$ cat src/rtl/bits32_demux_pkg.sv
// Shared constants and types for the 32-bit 1-to-4 registered distributor.
package bits32_demux_pkg;

    localparam int WIDTH  = 32;
    localparam int NUM_CH = 4;

    typedef logic [1:0] ch_sel_t;

    localparam ch_sel_t CH0 = 2'b00;
    localparam ch_sel_t CH1 = 2'b01;
    localparam ch_sel_t CH2 = 2'b10;
    localparam ch_sel_t CH3 = 2'b11;

    typedef enum logic {
        SLOT_EMPTY = 1'b0,
        SLOT_FULL  = 1'b1
    } slot_state_t;

    // Target mask for one transfer: every channel on broadcast, else one-hot of sel.
    function automatic logic [NUM_CH-1:0] ch_target(input ch_sel_t sel, input logic bcast);
        logic [NUM_CH-1:0] mask;
        mask = '0;
        if (bcast) begin
            mask = '1;
        end else begin
            mask[sel] = 1'b1;
        end
        return mask;
    endfunction

endpackage

$ cat src/rtl/bits32_demux1to4_slot.sv
// One-entry holding register for a single output channel; the state bit is out_valid.
module demux_slot
    import bits32_demux_pkg::*;
#(
    parameter int W = WIDTH
) (
    input  logic         clk,
    input  logic         resetn,
    input  logic         load,
    input  logic [W-1:0] din,
    input  logic         out_ready,
    output logic         out_valid,
    output logic [W-1:0] dout,
    output logic         free
);

    slot_state_t  state_q, state_d;
    logic [W-1:0] data_q, data_d;

    always_ff @(posedge clk or negedge resetn) begin
        if (!resetn) begin
            state_q <= SLOT_EMPTY;
            data_q  <= '0;
        end else begin
            state_q <= state_d;
            data_q  <= data_d;
        end
    end

    always_comb begin
        state_d = state_q;
        data_d  = data_q;
        case (state_q)
            SLOT_EMPTY: begin
                if (load) begin
                    state_d = SLOT_FULL;
                    data_d  = din;
                end
            end
            SLOT_FULL: begin
                // A load in a draining cycle replaces the word, so no bubble.
                if (load) begin
                    data_d = din;
                end else if (out_ready) begin
                    state_d = SLOT_EMPTY;
                end
            end
            default: state_d = SLOT_EMPTY;
        endcase
    end

    assign out_valid = (state_q == SLOT_FULL);
    assign dout      = data_q;
    assign free      = ~out_valid | out_ready;

endmodule

$ cat src/rtl/bits32_demux1to4.sv
// Registered 1-to-4 distributor: steers or broadcasts one word per cycle into four
// independently stalled channel slots.
module bits32_demux1to4
    import bits32_demux_pkg::*;
#(
    parameter int WIDTH = bits32_demux_pkg::WIDTH
) (
    input  logic             clk,
    input  logic             resetn,
    input  logic [WIDTH-1:0] In_data,
    input  logic [1:0]       Select,
    input  logic             Broadcast,
    input  logic             In_valid,
    output logic             In_ready,
    output logic [WIDTH-1:0] Out_data0,
    output logic [WIDTH-1:0] Out_data1,
    output logic [WIDTH-1:0] Out_data2,
    output logic [WIDTH-1:0] Out_data3,
    output logic [3:0]       Out_valid,
    input  logic [3:0]       Out_ready
);

    logic [NUM_CH-1:0]            free;
    logic [NUM_CH-1:0]            load_en;
    logic [NUM_CH-1:0][WIDTH-1:0] slot_data;
    logic                         accept;

    // Broadcast needs every slot free so a word never lands in a subset of channels.
    assign In_ready = Broadcast ? (&free) : free[Select];
    assign accept   = In_valid & In_ready;
    assign load_en  = accept ? ch_target(ch_sel_t'(Select), Broadcast) : '0;

    for (genvar g = 0; g < NUM_CH; g++) begin : g_slot
        demux_slot #(
            .W (WIDTH)
        ) u_slot (
            .clk       (clk),
            .resetn    (resetn),
            .load      (load_en[g]),
            .din       (In_data),
            .out_ready (Out_ready[g]),
            .out_valid (Out_valid[g]),
            .dout      (slot_data[g]),
            .free      (free[g])
        );
    end

    assign Out_data0 = slot_data[CH0];
    assign Out_data1 = slot_data[CH1];
    assign Out_data2 = slot_data[CH2];
    assign Out_data3 = slot_data[CH3];

endmodule

$ cat config.mk
export PLATFORM = sky130hd
export DESIGN_NAME = bits32_demux1to4
export DESIGN_NICKNAME = d
export VERILOG_FILES = /design/src/rtl/bits32_demux_pkg.sv /design/src/rtl/bits32_demux1to4_slot.sv /design/src/rtl/bits32_demux1to4.sv
export SDC_FILE = /design/constraint.sdc
export NUM_CORES = 1
export LEC_CHECK = 0
export BUFFER_PORTS_ARGS = -buffer_cell sky130_fd_sc_hd__buf_2
export CORE_MARGIN = 2
export CORE_UTILIZATION = 25
export CTS_BUF_LIST = sky130_fd_sc_hd__clkbuf_4 sky130_fd_sc_hd__clkbuf_8 sky130_fd_sc_hd__clkbuf_16
export CTS_CLUSTER_DIAMETER = 50
export DETAILED_ROUTE_END_ITERATION = 6
export SYNTH_ARGS = -nofsm -noshare
export SYNTH_HDL_FRONTEND = slang
export SYNTH_HIERARCHICAL = 1
export SYNTH_SLANG_ARGS = --single-unit
$ cat constraint.sdc
create_clock -name clk -period 1.55 [get_ports clk]
set_clock_uncertainty 0.05 [all_clocks]
set_input_delay 0.2325 -clock clk [delete_from_list [all_inputs] [get_ports clk]]
set_output_delay 0.2325 -clock clk [all_outputs]
set_load 0.03 [all_outputs]
==> metrics.csv, run 1 <==
metric,value,unit
p_per_area,1910,nW/um2
startpoint_type,register,
drc,0,
violations,negative setup slack,
path_cells,nand2b_4 -> buf_6 -> mux4_2 -> inv_2 -> o21ai_2 -> buf_6,
ys_ff_latch,132,
syn-cell-area,5630,um2
die_h,154,um
clockBufferDepth,2,
grt_use_total,13.2,%
area_growth_syn_to_layout,44.3,%
endpoint_kind,primary output,
tritoncts,yes,
rsz0062_at_grt,true,
place_ws,-0.317,ns
antenna_left,0,
grt_pass1_wl,23.5,mm
clkLatencyLatePin,0.40,ns
path_delay_family,multiplexers,
io_pins,175,
finalHoldViolations,0,
layout-drive-gt1-share,74.3,%
io_buffer_count,174,
required,1.27,ns
tightest_slew,0.331,ns
drv_cap,0,
grt_max_degree,61,
die-area,23700,um2
status,finished with violations,
drt_first_pass_iters,4,
final_cell_mix,"buf_2, dfrtp_1, mux2_4, buf_12, clkbuf_16",
synth_cell_types,17,
final_area,8120,um2
maxSlewViolCount,0,
multiInputGateArea,2180,um2
routed_wl,15.2,mm
cts-htree-levels,4,
slowest_stage,mux4_2,
synth.avg_cell_area,18.8,um2
fmaxAchievable,505,MHz
yosysSeqAreaShare,58.7,%
async_flop_share,100,%
viasPerCell,4.13,
whs,0.0568,ns
crit_type,register to primary output,
fin_crit_sh,128,%
crit_arrival,1.70,ns
cts_buffers,17,
vias,3367,
vdd_ir_drop_max,0.00101,V
cp_slowest_stage_delay,0.46,ns
dpl.hpwl,9.12,mm
antenna_found_initial,0,
crit_buf_inv,3,
start_util,25.6,%
layout.area.seq,3310,um2
yosysWarnings,6,
core,22000,um2
final_common_cell,buf_2,
fin_ws,-0.432,ns
routedWlPerCell,18.6,um
power,0.0155,W
cts_sinks,132,
grt-ovfl-total,0,
syn_nets,341,
gp_congestion,0.750,
nFillCells,2067,
drtIter0Drc,96,
relSlewSlack,78.0,%
grt_pass1_vias,3840,
finalSetupViolations,132,
synthCells,299,
p_leak,3.95,nW
crit_path_frequent_cell,buf_6,
critPathMaxFanout,2,
final_nets,565,
fp-row-count,54,
synthFlopType,dfrtp_1,
diodes,0,
cts_root_buffer,clkbuf_16,
hold_class,input port to register,
dpl_cell_area,6880,um2
synth-edff-count,0,
die_w,154,um
post-route-min-period,1.98,ns
clkTransAtPathRegs,0.06,ns
cell type report:
cell class / instances / share of cell area (%)
Sequential cell: 132 / 40.7
Multi-Input combinational cell: 150 / 26.9
Timing Repair Buffer: 221 / 20.6
Clock buffer: 17 / 5.24
Tap cell: 280 / 4.31
Clock inverter: 15 / 2.23
Inverter: 1 / 0.0462
Yosys cell counts, types with 2 or more instances:
cell type  number  area [um2]
mux2_2         12         135
a21boi_1        3        22.5
nand3_1         2        10.0
mux2_4        116        1740
and3_1          2        12.5
nand2b_1        8        50.1
buf_12         12         240
dfrtp_1       132        3300
buf_6           4        45.0
stage by stage:
step	utilization (%)	instances	TNS [ns]
global placement	31.4	752	-27.61
floorplan	-	299	-28.51
finish	37.0	816	-33.86
detailed placement	31.4	752	-34.88
CTS	37.7	823	-36.94
global route	37.0	816	-42.74
worst paths after layout:
| path | start | end | slack, ns | depth (start not counted) |
|---|---|---|---|---|
| worst min-delay path | In_data[20] | g_slot[1].u_slot/dout[20] | 0.06 | 2 |
| worst max register to register | g_slot[2].u_slot/out_valid | g_slot[1].u_slot/dout[29] | -0.36 | 8 |
| max in group asynchronous | resetn | g_slot[2].u_slot/dout[29] | 0.64 | 3 |
| worst min register to register | g_slot[1].u_slot/dout[28] | g_slot[1].u_slot/dout[28] | 0.45 | 1 |
| worst max-delay path | g_slot[3].u_slot/out_valid | In_ready | -0.43 | 6 |
| min in group asynchronous | resetn | g_slot[0].u_slot/dout[26] | 0.20 | 2 |
routing by layer:
layer  GRT usage (%)  wire, um
met5               0         0
met4            3.78       187
met3            4.03       749
met2            22.0      7460
met1            16.5      6820
kinds of logic after synthesis:
kind of cell	after synthesis	synth area share, %
flops	132	58.7
mux	129	33.7
buf+inv	17	5.13
simple gates	16	1.82
compound gates	5	0.622
where the power goes:
part           internal (W)  switching, W
clock               0.00255       0.00157
sequential          0.00454      0.000679
combinational       0.00267       0.00353
total               0.00975       0.00577
state kept, by name, indices dropped and copies added, names as in the netlist:
register / count
g_slot.u_slot/out_valid: 4
g_slot.u_slot/dout: 128
what timing repair did:
action,4_1_cts,5_1_grt
setup buffers,24,6
setup endpoints to repair,132,132
hold buffers,1,0
endpoints found under the hold margin,16,0
gates cloned,14,1
resized for setup,40,19
pin swaps,1,2
No activity file was read; power rests on OpenSTA's default activity.
==> run 2: changes to the inputs <==
Settings changed: CTS_BUF_LIST sky130_fd_sc_hd__clkbuf_4 sky130_fd_sc_hd__clkbuf_8 sky130_fd_sc_hd__clkbuf_16 to sky130_fd_sc_hd__clkbuf_2.
==> run 2 against run 1 <==
Compared with the run above:
- the flow still finishes with violations (negative setup slack)
- non-clock buffer count grew 142
- core utilization increased by 7.5 points
- first-iteration DRC count rose by 4.2%
- die area is the same
- clock power fell by 44%
- worst hold slack improved by 0.19 ns
- sequential cell count is the same
- maximum frequency is 14% lower
- global-route usage is 1.3 points higher
- via count grew 16%
==> metrics.csv, run 2 (synthesis results as in run 1) <==
metric,value,unit
final_nets,707,
tritoncts,yes,
finalHoldViolations,0,
grt_use_total,14.4,%
routedWlPerCell,18.2,um
grt_use_met1,17.3,%
diodes,0,
cts-htree-levels,4,
clkLatencyLatePin,0.67,ns
vdd_ir_drop_max,0.000907,V
fmaxAchievable,432,MHz
die-area,23700,um2
layout-drive-gt1-share,73.5,%
grt_max_degree,61,
fp-row-count,54,
maxSlewViolCount,0,
die_w,154,um
gr-max-usage-layer,met2,
fin_crit_sh,149,%
hold_class,input port to register,
cts_buffers,17,
drt_first_pass_iters,4,
p_per_area,1710,nW/um2
crit_type,register to primary output,
endpoint_kind,primary output,
clockBufferDepth,2,
gp_congestion,0.750,
startpoint_type,register,
status,finished with violations,
fin_ws,-0.765,ns
instances_no_fill,958,
drc,0,
io_buffer_count,174,
antenna_found_initial,0,
cts_sinks,132,
grt_pass1_vias,4419,
critPathMaxFanout,3,
vias,3893,
placedCellCount,752,
area_growth_syn_to_layout,73.7,%
final_common_cell,buf_6,
drv_cap,0,
cts_root_buffer,clkbuf_2,
grtUsageMet3,3.58,%
antenna_left,0,
rsz0062_at_grt,true,
post-route-min-period,2.31,ns
tns,-53.21,ns
clkTransAtPathRegs,0.23,ns
finalSetupViolations,174,
violations,negative setup slack,
die_h,154,um
relSlewSlack,50.8,%
viasPerCell,4.06,
tightest_slew,0.736,ns
grt_pass1_wl,25.9,mm
final_cell_mix,"buf_6, dfrtp_1, mux2_4, buf_4, buf_2",
required,1.27,ns
grt-ovfl-total,0,
core,22000,um2
final_area,9780,um2
dpl.hpwl,9.12,mm
routed_wl,17.4,mm
start_util,25.6,%
crit_arrival,2.03,ns
drtIter0Drc,100,
io_pins,175,
largest_reg_flops,128,
dpl_cell_area,6880,um2
p_leak,4.74,nW
met2_usage,25.6,%
run 2: final timing paths:
path                                            start                        end  slack (ns)  cells after the start
max reg2reg                g_slot[2].u_slot/out_valid  g_slot[1].u_slot/dout[20]       -0.58                      9
min reg2reg                 g_slot[1].u_slot/dout[16]  g_slot[1].u_slot/dout[16]        0.52                      1
max in group asynchronous                      resetn  g_slot[1].u_slot/dout[14]        0.34                      3
max                        g_slot[1].u_slot/out_valid                   In_ready       -0.76                      6
min                                          In_valid   g_slot[3].u_slot/dout[6]        0.25                      5
min in group asynchronous                      resetn  g_slot[0].u_slot/dout[26]        0.61                      3
run 2: metal layers:
layer	vias up	wire length, um
li1	1781	-
met1	1995	7330
met2	109	9140
met3	8	793
met4	0	130
met5	-	0
run 2: cell type report:
type,count,area (um2)
Multi-Input combinational cell,150,2130
Clock inverter,15,181
Clock buffer,17,85.1
Inverter,1,3.75
Tap cell,280,350
Fill cell,1883,12200
Sequential cell,132,3310
Timing Repair Buffer,363,3720
run 2: critical path, cell delays in order, from the launching register on:
cell	delay, ns
dfrtp_2	0.45
nand2b_4	0.06
buf_4	0.14
mux4_2	0.45
inv_2	0.07
o21ai_2	0.06
buf_6	0.14
run 2: what timing repair did:
action                                  in CTS  in global routing
buffers inserted                            86                 38
endpoints found under the setup margin     265                265
pin swaps                                    3                  3
hold buffers                                39                  0
gates resized for setup                    279                 11
hold endpoints to repair                   264                  0
cloned                                      11                  2
run 2: per-stage QoR:
stage / worst slack [ns] / total power (W) / util, % / hold WS (ns)
floorplan: -0.238 / 0.00932 / - / -0.113
detailed placement: -0.317 / 0.0110 / 31.4 / 0.0853
global placement: -0.257 / 0.0109 / 31.4 / 0.0783
finish: -0.765 / 0.0167 / 44.5 / 0.251
global route: -0.967 / 0.0174 / 44.5 / 0.139
CTS: -0.871 / 0.0162 / 42.9 / 0.128
run 2: report_power, final:
part / total (W) / internal (W) / switching, W / leakage [nW]
Sequential: 0.00543 / 0.00452 / 0.000904 / 1.55
Clock: 0.00232 / 0.000912 / 0.00141 / 0.149
Combinational: 0.00893 / 0.00502 / 0.00391 / 3.04
Total: 0.0167 / 0.0105 / 0.00622 / 4.74
